[src/rtl/multdiv_iter.sv]
// Iterative signed 32-bit multiply/divide engine: shift-add multiply and restoring
// divide on operand magnitudes, with sign correction applied on the final iteration.
module multdiv_iter #(
    parameter int WIDTH = 32,
    parameter int ITER  = 32
) (
    input  logic             clk,
    input  logic             clr_n,
    input  logic [WIDTH-1:0] data_operandA,
    input  logic [WIDTH-1:0] data_operandB,
    input  logic             ctrl_MULT,
    input  logic             ctrl_DIV,
    output logic [WIDTH-1:0] data_result,
    output logic             data_exception,
    output logic             data_resultRDY,
    output logic             busy
);
    localparam int CW = $clog2(ITER);
    localparam logic [CW-1:0] LAST = CW'(ITER - 1);

    typedef enum logic [1:0] {IDLE, MULT, DIV, DONE} state_t;

    state_t           state_reg, state_next;
    logic [CW-1:0]    count_reg, count_next;
    logic [WIDTH-1:0] hi_reg, hi_next;   // product high half / partial remainder
    logic [WIDTH-1:0] lo_reg, lo_next;   // multiplier -> product low / dividend -> quotient
    logic [WIDTH-1:0] op_reg, op_next;   // multiplicand / divisor magnitude
    logic             sign_reg, sign_next;
    logic [WIDTH-1:0] result_reg, result_next;
    logic             exc_reg, exc_next;
    logic             rdy_reg, rdy_next;

    logic [WIDTH-1:0]   abs_a, abs_b;
    logic               sign_in;
    logic [WIDTH:0]     mul_sum;
    logic [WIDTH-1:0]   mul_hi, mul_lo;
    logic [2*WIDTH-1:0] prod_mag, prod;
    logic               mul_ovf;
    logic [WIDTH-1:0]   div_shift, div_rem, div_quo, quot;
    logic [WIDTH:0]     trial;
    logic               div_ovf;

    // The most negative operand maps to 2^31, which is still representable unsigned.
    assign abs_a   = data_operandA[WIDTH-1] ? -data_operandA : data_operandA;
    assign abs_b   = data_operandB[WIDTH-1] ? -data_operandB : data_operandB;
    assign sign_in = data_operandA[WIDTH-1] ^ data_operandB[WIDTH-1];

    assign mul_sum  = {1'b0, hi_reg} + {1'b0, {WIDTH{lo_reg[0]}} & op_reg};
    assign mul_hi   = mul_sum[WIDTH:1];
    assign mul_lo   = {mul_sum[0], lo_reg[WIDTH-1:1]};
    assign prod_mag = {mul_hi, mul_lo};
    assign prod     = sign_reg ? -prod_mag : prod_mag;
    // Overflow when the upper word is not a pure sign extension of bit 31.
    assign mul_ovf  = ~((&prod[2*WIDTH-1:WIDTH-1]) | ~(|prod[2*WIDTH-1:WIDTH-1]));

    // Remainder stays below the divisor (<= 2^31), so its top bit is always zero.
    assign div_shift = {hi_reg[WIDTH-2:0], lo_reg[WIDTH-1]};
    assign trial     = {1'b0, div_shift} - {1'b0, op_reg};
    assign div_rem   = trial[WIDTH] ? div_shift : trial[WIDTH-1:0];
    assign div_quo   = {lo_reg[WIDTH-2:0], ~trial[WIDTH]};
    assign quot      = sign_reg ? -div_quo : div_quo;
    // A positive quotient of 2^31 only arises from 0x80000000 / -1.
    assign div_ovf   = ~sign_reg & div_quo[WIDTH-1];

    always_ff @(posedge clk or negedge clr_n) begin
        if (!clr_n) begin
            state_reg  <= IDLE;
            count_reg  <= '0;
            hi_reg     <= '0;
            lo_reg     <= '0;
            op_reg     <= '0;
            sign_reg   <= 1'b0;
            result_reg <= '0;
            exc_reg    <= 1'b0;
            rdy_reg    <= 1'b0;
        end else begin
            state_reg  <= state_next;
            count_reg  <= count_next;
            hi_reg     <= hi_next;
            lo_reg     <= lo_next;
            op_reg     <= op_next;
            sign_reg   <= sign_next;
            result_reg <= result_next;
            exc_reg    <= exc_next;
            rdy_reg    <= rdy_next;
        end
    end

    always_comb begin
        state_next  = state_reg;
        count_next  = count_reg;
        hi_next     = hi_reg;
        lo_next     = lo_reg;
        op_next     = op_reg;
        sign_next   = sign_reg;
        result_next = result_reg;
        exc_next    = exc_reg;
        rdy_next    = 1'b0;

        case (state_reg)
            MULT: begin
                hi_next    = mul_hi;
                lo_next    = mul_lo;
                count_next = count_reg + CW'(1);
                if (count_reg == LAST) begin
                    state_next  = DONE;
                    result_next = prod[WIDTH-1:0];
                    exc_next    = mul_ovf;
                    rdy_next    = 1'b1;
                end
            end
            DIV: begin
                hi_next    = div_rem;
                lo_next    = div_quo;
                count_next = count_reg + CW'(1);
                if (count_reg == LAST) begin
                    state_next  = DONE;
                    result_next = quot;
                    exc_next    = div_ovf;
                    rdy_next    = 1'b1;
                end
            end
            DONE:    state_next = IDLE;
            default: state_next = IDLE;
        endcase

        // A start overrides whatever the current state computed, including a
        // completion on the same edge: the aborted result is never published.
        if (ctrl_MULT) begin
            state_next  = MULT;
            count_next  = '0;
            hi_next     = '0;
            lo_next     = abs_b;
            op_next     = abs_a;
            sign_next   = sign_in;
            result_next = result_reg;
            exc_next    = exc_reg;
            rdy_next    = 1'b0;
        end else if (ctrl_DIV) begin
            count_next = '0;
            hi_next    = '0;
            lo_next    = abs_a;
            op_next    = abs_b;
            sign_next  = sign_in;
            if (data_operandB == '0) begin
                state_next  = DONE;
                result_next = '0;
                exc_next    = 1'b1;
                rdy_next    = 1'b1;
            end else begin
                state_next  = DIV;
                result_next = result_reg;
                exc_next    = exc_reg;
                rdy_next    = 1'b0;
            end
        end
    end

    assign data_result    = result_reg;
    assign data_exception = exc_reg;
    assign data_resultRDY = rdy_reg;
    assign busy           = (state_reg == MULT) || (state_reg == DIV);

endmodule

[config.mk]
export PLATFORM = sky130hd
export DESIGN_NAME = multdiv_iter
export DESIGN_NICKNAME = d
export VERILOG_FILES = /design/src/rtl/multdiv_iter.sv
export SDC_FILE = /design/constraint.sdc
export NUM_CORES = 1
export LEC_CHECK = 0
export CAP_MARGIN = 10
export CORE_ASPECT_RATIO = 1.4
export CORE_UTILIZATION = 55
export CTS_BUF_LIST = sky130_fd_sc_hd__clkbuf_16
export DETAILED_ROUTE_END_ITERATION = 6
export MAX_ROUTING_LAYER = met4
export PLACE_DENSITY = 0.75
export SYNTH_ARGS = -nofsm -noshare
export SYNTH_HDL_FRONTEND = slang
export SYNTH_SLANG_ARGS = --single-unit
[constraint.sdc]
create_clock -name clk -period 7.2 [get_ports clk]
set_input_delay 0.72 -clock clk [delete_from_list [all_inputs] [get_ports clk]]
set_output_delay 0.72 -clock clk [all_outputs]
set_load 0.005 [all_outputs]
==> impl_metrics.json, run 1 <==
{
  "outcome": "finished, final reports clean",
  "synth_top_area_share_pct": 23.1,
  "grt_overflow_total": 0,
  "initial_utilization_pct": 55.8,
  "crit_end": "data_exception",
  "cp-end-kind": "register",
  "clkTransAtPathRegs_ns": 0.06,
  "clockBufferDepth": 2,
  "num-fill-cells": 2477,
  "p_int_w": 0.00180,
  "hold_buffers": 0,
  "critPathRequiredTime_ns": 7.51,
  "syn-instance-count": 2010,
  "antenna_cells": 0,
  "synth_edf_count": 0,
  "avgSynthCellArea_um2": 7.42,
  "dr.pass1.iters": 5,
  "powerDensity_nw_per_um2": 186,
  "ys_seq_area_share_pct": 23.1,
  "portBuffers": 102,
  "grt_setup_unrepaired": "false",
  "ant_nets": 0,
  "post-route-min-period_ns": 5.65,
  "avgViaCountPerCell": 6.59,
  "layout.nets": 2140,
  "post_cts_resized": 0,
  "gp_congestion": 0.979,
  "place_ws_ns": 1.62,
  "start_kind": "register",
  "seqPwrFrac_pct": 31.7,
  "routed_wl_mm": 52.0,
  "groute.usage.overall_pct": 39.2,
  "cts_tree": "built",
  "grt_antenna_before_repair": 0,
  "via_count": 15700,
  "final_common_cell": "nand2_1",
  "maxSlewViolCount": 0,
  "synth_top_area_cell": "dfrtp_1",
  "drive_above_1_share_pct": 5.12,
  "yosysUniqueCellTypes": 90,
  "hpwl_mm": 38.9,
  "critPathArrivalTime_ns": 5.96,
  "worst_pin_slew_ns": 1.22,
  "regToRegSetupSlack_ns": 1.55,
  "period_share_pct": 78.4,
  "grt_pass1_vias": 14900,
  "drtIter0Drc": 1276,
  "synth_ff_type": "dfrtp_1",
  "cap_violations": 0,
  "mostFrequentLayoutCells": "219 x nand2_1, 202 x o21ai_0, 178 x nor2_1, 175 x a21oi_1, 137 x dfrtp_1",
  "die_h_um": 197,
  "synth-seq-cells": 138,
  "crit_path_start": "lo_reg[0]",
  "ys_warn_count": 0,
  "worst-path-max-fanout": 20,
  "slew_headroom_pct": 18.2,
  "synth_area_leaders": "dfrtp_1 23%, o21ai_0 6.8%, xnor2_1 6.2%",
  "fp.dieW_um": 141,
  "dieArea_um2": 27800,
  "ios": 103,
  "synthesis.area_um2": 14900,
  "ir_drop_v": 0.000186,
  "fmax_ghz": 0.177,
  "clock-root-buffer": "clkbuf_16",
  "regToRegEndpoint": "data_exception",
  "setup-tns-final_ns": 0,
  "place_area_um2": 15900,
  "core_um2": 26700,
  "worstReg2RegStart": "lo_reg[0]",
  "setup_ws_ns": 1.55,
  "cts_setup_buffers": 0,
  "cts_sinks": 138,
  "cts_buffers": 17,
  "p_switching_w": 0.00128,
  "drc": 0,
  "grt_max_degree": 79,
  "critPathKind": "register to register",
  "p_leak_nw": 6.72,
  "hold_path.class": "primary input to async pin",
  "hold_violations": 0,
  "report.power.total_w": 0.00307,
  "synth_fp_nets": 2152,
  "clock_skew_ns": 0.0116,
  "combPwrFrac_pct": 39.3,
  "htreeDepth": 4,
  "row_count": 71,
  "pwr-share-clk_pct": 29.0,
  "fin_util_pct": 61.8,
  "grt_pass1_wl_mm": 81.1,
  "reg2reg_depth": 16,
  "setup_viol": 0,
  "avgRoutedWirePerCell_um": 21.9,
  "swShare_pct": 41.6,
  "final_cell_area_um2": 16500,
  "syn_to_final_growth_pct": 10.7,
  "clk_latency_ns": 0.44,
  "synthArstFlopShare_pct": 100
}
-- worst min path at each step --
stage | depth (start not counted) | startpoint | endpoint | slack [ns]
floorplan | 0 | clr_n | count_reg[0] | 0.42
CTS | 1 | clr_n | hi_reg[12] | 0.36
finish | 1 | clr_n | hi_reg[12] | 0.33
detailed placement | 2 | data_result[26] | data_result[26] | 0.47
global placement | 2 | data_result[1] | data_result[1] | 0.47
global route | 1 | clr_n | hi_reg[11] | 0.39
-- worst max-delay path, cell delays in order (launching register included) --
cell	delay [ns]
dfrtp_1	0.39
clkinv_1	0.49
nor2_1	0.26
ha_1	0.35
and3_1	0.24
a221oi_1	0.31
xnor2_1	0.34
a2111oi_2	0.44
o2111ai_1	0.40
nand2b_4	0.30
or3_1	0.48
o21ai_1	0.18
xor2_1	0.10
or4_1	0.55
a2111oi_2	0.42
a31o_1	0.20
a31oi_1	0.04
-- final cells by class --
type	count	area [µm²]	area share (%)
clock buffer	17	425	2.58
clock inverter	15	149	0.901
inverter	65	244	1.48
multi-input combinational	1659	10700	64.5
sequential	138	3450	20.9
tap	365	457	2.76
timing repair buffer	117	1130	6.84
-- layer usage --
metal	vias up	share of wire, %	GRT usage, %
met1	7511	38	43.4
met5	-	0	-
met3	183	5.8	4.79
met2	660	50	67.0
met4	0	6.2	24.0
li1	7309	-	-
-- power groups by stage --
stage / logic, W / registers (W) / clock network (W)
after floorplan: 0.000928 / 0.000875 / 0
after global placement: 0.00117 / 0.000979 / 0
after detailed placement: 0.00118 / 0.000981 / 0
after CTS: 0.00119 / 0.000967 / 0.000899
after global routing: 0.00132 / 0.000978 / 0.000932
final: 0.00121 / 0.000974 / 0.000891
-- logic make-up after synthesis --
logic type,share of synthesized area [%]
AO/OA/AOI/OAI,29.7
AND/OR/NAND/NOR,21.8
buffers and inverters,5.65
XOR/XNOR,10.7
flip-flops,23.1
adder cells (fa/ha/maj),6.31
multiplexers,2.63
-- stage by stage --
stage | hold slack [ns] | cells
finish | 0.333 | 2376
global placement | 0.469 | 2344
CTS | 0.356 | 2376
floorplan | 0.424 | 2010
detailed placement | 0.473 | 2344
global route | 0.390 | 2376
-- synth_stat cells (36+ instances only) --
master    count
nand3_1      43
mux2i_1      37
xor2_1       77
a21o_1       38
nor3_1       48
nand2_1     219
a211oi_1     44
nor2_1      179
o21ai_0     202
dfrtp_1     138
inv_1        63
clkbuf_1    111
o31ai_1      36
ha_1         72
xnor2_1     105
a21oi_1     175
Note: power is estimated with default switching activity, not from simulation.
==> inputs of run 2 (changes only) <==
==> constraint.sdc (replaced) <==
create_clock -name clk -period 5.3 [get_ports clk]
set_input_delay 0.53 -clock clk [delete_from_list [all_inputs] [get_ports clk]]
set_output_delay 0.53 -clock clk [all_outputs]
set_load 0.005 [all_outputs]
==> run 2 against run 1 <==
  * Wire length is 1.2% higher
  * Worst hold slack worse by 0.21 ns
  * Setup slack worse by 1.4 ns
  * Global-route usage is 0.73 points higher
  * First-iteration DRC count is 6.5% lower
  * Largest cell class unchanged
  * Clock power is 36% higher
  * Highest routed layer unchanged
  * Combinational power is 48% higher
==> impl_metrics.json, run 2 (synthesis gave the netlist of run 1 again) <==
{
  "hold_violations": 0,
  "crit_path_start": "lo_reg[0]",
  "drive_above_1_share_pct": 7.11,
  "worst-path-max-fanout": 5,
  "swShare_pct": 41.4,
  "ios": 103,
  "start_kind": "register",
  "period_share_pct": 97.0,
  "drc": 0,
  "slowest_stage": "or4_1",
  "worstReg2RegStart": "lo_reg[0]",
  "drtIter0Drc": 1193,
  "cpPeakStageDelay_ns": 0.55,
  "critPathRequiredTime_ns": 5.63,
  "htreeDepth": 4,
  "initial_utilization_pct": 55.8,
  "setup_ws_ns": 0.161,
  "clockBufferDepth": 2,
  "cp-end-kind": "register",
  "antenna_cells": 0,
  "grt_setup_unrepaired": "true",
  "report.power.total_w": 0.00426,
  "num-fill-cells": 2494,
  "layout.nets": 2183,
  "core_um2": 26700,
  "clkTransAtPathRegs_ns": 0.06,
  "post-route-min-period_ns": 5.14,
  "multi_input_area_um2": 10700,
  "hold_path.class": "primary input to async pin",
  "groute.usage.overall_pct": 39.9,
  "p_switching_w": 0.00176,
  "clk_latency_ns": 0.46,
  "cts_buffers": 17,
  "p_int_w": 0.00249,
  "dieArea_um2": 27800,
  "syn_to_final_growth_pct": 13.2,
  "hold_buffers": 0,
  "via_count": 15800,
  "p_leak_nw": 6.94,
  "seqPwrFrac_pct": 29.5,
  "combPwrFrac_pct": 42.0,
  "critPathKind": "register to register",
  "row_count": 71,
  "gp_congestion": 0.992,
  "fp.dieW_um": 141,
  "hpwl_mm": 39.3,
  "hold_ws_ns": 0.119,
  "outcome": "finished, final reports clean",
  "maxSlewViolCount": 0,
  "grt_pass1_vias": 15200,
  "slew_headroom_pct": 37.1,
  "portBuffers": 102,
  "cts_sinks": 138,
  "fmax_ghz": 0.195,
  "pwr-share-clk_pct": 28.5,
  "mostFrequentLayoutCells": "219 x nand2_1, 202 x o21ai_0, 178 x nor2_1, 175 x a21oi_1, 137 x dfrtp_1",
  "seq_area_um2": 3450,
  "die_h_um": 197,
  "grt_pass1_wl_mm": 82.8,
  "ir_drop_v": 0.000274,
  "ant_nets": 0,
  "routed_wl_mm": 52.6,
  "critPathArrivalTime_ns": 5.46,
  "grt_overflow_total": 0,
  "powerDensity_nw_per_um2": 252,
  "setup_viol": 0,
  "worst_pin_slew_ns": 0.938,
  "clock_skew_ns": 0.00919,
  "clock-root-buffer": "clkbuf_16",
  "grt_antenna_before_repair": 0,
  "avgRoutedWirePerCell_um": 21.8,
  "dr.pass1.iters": 6,
  "worstPathCellList": "and2_1 -> ha_1 -> fa_1 -> a21o_1 -> a211oi_2 -> o221ai_1 -> nand2b_1 -> or4_1 -> or3_1 -> or3_1 -> o21ai_1 -> xor2_1 -> or4_1 -> a2111oi_2 -> a31o_1 -> a31oi_1",
  "grt_max_degree": 89,
  "cap_violations": 0,
  "place_ws_ns": 0.171,
  "avgViaCountPerCell": 6.53,
  "final_common_cell": "nand2_1",
  "fin_util_pct": 63.2,
  "cts_tree": "built"
}
run 2: cell count changes in the layout (fill, tap and decap cells not counted), sizes merged:
| cell | delta |
|---|---|
| inv | -2 |
| clkinv | +1 |
| clkinvlp | +1 |
| buf | +43 |
run 2: worst max-delay path, delay by kind of cell (launching register included):
family,cells,cell delay [ns]
AND/OR/NAND/NOR,6,2.31
AO/OA/AOI/OAI,7,1.47
XOR/XNOR,1,0.10
adder cells (fa/ha/maj),2,0.68
flip-flops,1,0.43
run 2: path summary, 6_finish.rpt:
kind / endpoint / cells past startpoint / slack, ns
worst max-delay path: data_exception / 16 / 0.16
worst min-delay path: hi_reg[13] / 1 / 0.12
min in group clk: data_result[24] / 2 / 0.48
worst max register to register: data_exception / 16 / 0.16
max in group asynchronous: sign_reg / 2 / 3.80
worst min register to register: data_result[24] / 2 / 0.48
run 2: per-layer routing:
metal  global-route usage, %  wire (µm)  vias up
met4                    29.7       4010        0
met3                    5.49       3110      212
met2                    66.0      25800      712
li1                        -          -     7402
met5                       -          0        -
met1                    43.6      19700     7469
run 2: stage by stage:
| stage | instances | cell area (µm²) | TNS, ns |
|---|---|---|---|
| 3_3_place_gp | 2386 | 16300 | 0 |
| 6_report | 2419 | 16900 | 0 |
| 4_1_cts | 2418 | 16800 | 0 |
| 5_1_grt | 2419 | 16900 | -0.0727 |
| 2_1_floorplan | 2010 | 14900 | 0 |
| 3_5_place_dp | 2386 | 16300 | 0 |
run 2: cell type report:
cell class,count,area share [%]
timing repair buffer,160,8.79
sequential,138,20.5
tap,365,2.70
clock buffer,17,2.52
clock inverter,15,0.889
multi-input combinational,1659,63.2
inverter,65,1.44
run 2: timing repair:
item | 4_1_cts | 5_1_grt
setup endpoints to repair | 0 | 9
buffers inserted | 0 | 0
gates resized for setup | 0 | 3
run 2: power groups by stage:
stage / logic (W) / clock network (W) / registers, W
4_1_cts: 0.00174 / 0.00122 / 0.00125
3_3_place_gp: 0.00171 / 0 / 0.00127
6_report: 0.00179 / 0.00121 / 0.00126
3_5_place_dp: 0.00173 / 0 / 0.00127
5_1_grt: 0.00194 / 0.00126 / 0.00127
2_1_floorplan: 0.00126 / 0 / 0.00119
==> inputs of run 3 (changes only) <==
--- a/config.mk
+++ b/config.mk
@@ -7,11 +7,10 @@
 export LEC_CHECK = 0
 export CAP_MARGIN = 10
 export CORE_ASPECT_RATIO = 1.4
-export CORE_UTILIZATION = 55
+export CORE_UTILIZATION = 46
 export CTS_BUF_LIST = sky130_fd_sc_hd__clkbuf_16
 export DETAILED_ROUTE_END_ITERATION = 6
 export MAX_ROUTING_LAYER = met4
-export PLACE_DENSITY = 0.75
 export SYNTH_ARGS = -nofsm -noshare
 export SYNTH_HDL_FRONTEND = slang
 export SYNTH_SLANG_ARGS = --single-unit
==> constraint.sdc (replaced) <==
create_clock -name clk -period 6.3 [get_ports clk]
set_input_delay 0.63 -clock clk [delete_from_list [all_inputs] [get_ports clk]]
set_output_delay 0.63 -clock clk [all_outputs]
set_load 0.005 [all_outputs]
==> run 3 against run 2 <==
  * Worst hold slack gained 0.051 ns
  * Power shrank 15%
  * Non-clock buffer count shrank 31
  * Cell count is essentially flat
  * Sequential power shrank 13%
  * Global-route usage shrank 4.9 points
  * Clock skew grew 0.0042 ns
  * Die area grew 19%
==> impl_metrics.json, run 3 (synthesis gave the netlist of run 1 again) <==
{
  "post-route-min-period_ns": 5.60,
  "setup_viol": 0,
  "multi_input_area_um2": 10700,
  "via_count": 15400,
  "grt_pass1_wl_mm": 86.3,
  "period_share_pct": 88.9,
  "worstReg2RegStart": "lo_reg[0]",
  "htreeDepth": 4,
  "cap_violations": 0,
  "grt_max_degree": 106,
  "ir_drop_v": 0.000173,
  "grt_antenna_before_repair": 0,
  "regToRegEndpoint": "data_exception",
  "fmax_ghz": 0.179,
  "final_common_cell": "nand2_1",
  "hold_path.class": "primary input to async pin",
  "cts_tree": "built",
  "clk_latency_ns": 0.45,
  "layout.nets": 2152,
  "outcome": "finished, final reports clean",
  "setup_ws_ns": 0.699,
  "drive_above_1_share_pct": 5.78,
  "hold_violations": 0,
  "groute.usage.overall_pct": 35.0,
  "avgViaCountPerCell": 6.38,
  "num-fill-cells": 3149,
  "clock-root-buffer": "clkbuf_16",
  "row_count": 77,
  "maxSlewViolCount": 0,
  "mostFrequentLayoutCells": "219 x nand2_1, 202 x o21ai_0, 178 x nor2_1, 175 x a21oi_1, 137 x dfrtp_1",
  "gp_congestion": 0.967,
  "powerDensity_nw_per_um2": 217,
  "ant_nets": 0,
  "cts_setup_buffers": 0,
  "syn_to_final_growth_pct": 12.0,
  "hold_buffers": 0,
  "cts_sinks": 138,
  "grt_overflow_total": 0,
  "reg2reg_depth": 17,
  "fp.dieW_um": 154,
  "place_ws_ns": 0.434,
  "slew_headroom_pct": 21.9,
  "regToRegSetupSlack_ns": 0.70,
  "drc": 0,
  "met1_usage_pct": 37.8,
  "critPathArrivalTime_ns": 5.93,
  "dr.pass1.iters": 7,
  "critPathKind": "register to register",
  "setup-tns-final_ns": 0,
  "globalRouteMet2Util_pct": 60.4,
  "grt_setup_unrepaired": "false",
  "drtIter0Drc": 1022,
  "clock_skew_ns": 0.0134,
  "portBuffers": 102,
  "critPathRequiredTime_ns": 6.63,
  "cp-end-kind": "register",
  "post_cts_resized": 0,
  "routed_wl_mm": 55.7,
  "initial_utilization_pct": 46.9,
  "grtUsageMet3_pct": 4.15,
  "grt.busiest_layer": "met2",
  "p_leak_nw": 6.81,
  "grt_pass1_vias": 15100,
  "cts_buffers": 17,
  "antenna_cells": 0,
  "dieArea_um2": 33200,
  "core_um2": 31800,
  "hpwl_mm": 42.3,
  "clkTransAtPathRegs_ns": 0.07,
  "worst-path-max-fanout": 18,
  "worst_pin_slew_ns": 1.16,
  "seq_area_um2": 3450,
  "die_h_um": 215,
  "clockBufferDepth": 2,
  "start_kind": "register",
  "avgRoutedWirePerCell_um": 23.0,
  "ios": 103
}
==> run 3: cell types whose count changed in the layout (fill, tap and decap cells not counted), sizes merged <==
cell	previous run	this run
buf	61	30
bufinv	2	3
inv	66	71
clkinvlp	5	4
clkinv	7	2
==> run 3: how the worst max path moves through the flow <==
stage | start | to | slack (ns) | cells after the start
2_1_floorplan | lo_reg[31] | data_result[20] | 1.24 | 22
3_3_place_gp | lo_reg[0] | data_exception | 0.70 | 17
3_5_place_dp | lo_reg[0] | data_exception | 0.43 | 17
4_1_cts | lo_reg[0] | data_exception | 0.43 | 17
5_1_grt | lo_reg[0] | data_exception | 0.23 | 17
6_report | lo_reg[0] | data_exception | 0.70 | 17
==> run 3: critical path: stages (launching register included) <==
cell and delay [ns]:
dfrtp_1 0.45, clkinvlp_4 0.38, buf_4 0.34, nor2_1 0.14, ha_1 0.34, nand4_1 0.18, o21ai_1 0.16, o311ai_4 0.40
o21ai_1 0.21, xnor2_2 0.36, o221ai_1 0.34, nor4_4 0.53, nand2_1 0.26, a2111oi_0 0.54, a2bb2o_1 0.33, nor4_1 0.31
a31o_1 0.18, a31oi_1 0.04
==> run 3: per-stage QoR <==
step	cells	instance area (µm²)	hold slack, ns	total power (W)	utilization [%]
2_1_floorplan	2010	14900	0.334	0.00206	-
3_3_place_gp	2385	16100	0.469	0.00251	50.5
3_5_place_dp	2385	16100	0.475	0.00252	50.5
4_1_cts	2417	16700	0.217	0.00362	52.4
5_1_grt	2418	16700	0.224	0.00382	52.6
6_report	2418	16700	0.170	0.00362	52.6
==> run 3: metal layers <==
metal  up-vias  wire length, µm
met3       184             2200
met1      7408            21700
met5         -                0
li1       7323                -
met4         0             4000
met2       518            27800
==> run 3: final cells by class <==
class	instances	area share, %
Sequential cell	138	20.7
Clock buffer	17	2.55
Inverter	65	1.48
Tap cell	395	2.96
Clock inverter	15	1.12
Multi-Input combinational cell	1659	63.8
Timing Repair Buffer	129	7.42
==> run 3: power breakdown <==
group | internal (W) | total (W) | leakage [nW] | switching [W]
Combinational | 0.000534 | 0.00144 | 4.74 | 0.000909
Sequential | 0.000952 | 0.00110 | 1.77 | 0.000144
Clock | 0.000629 | 0.00109 | 0.293 | 0.000458
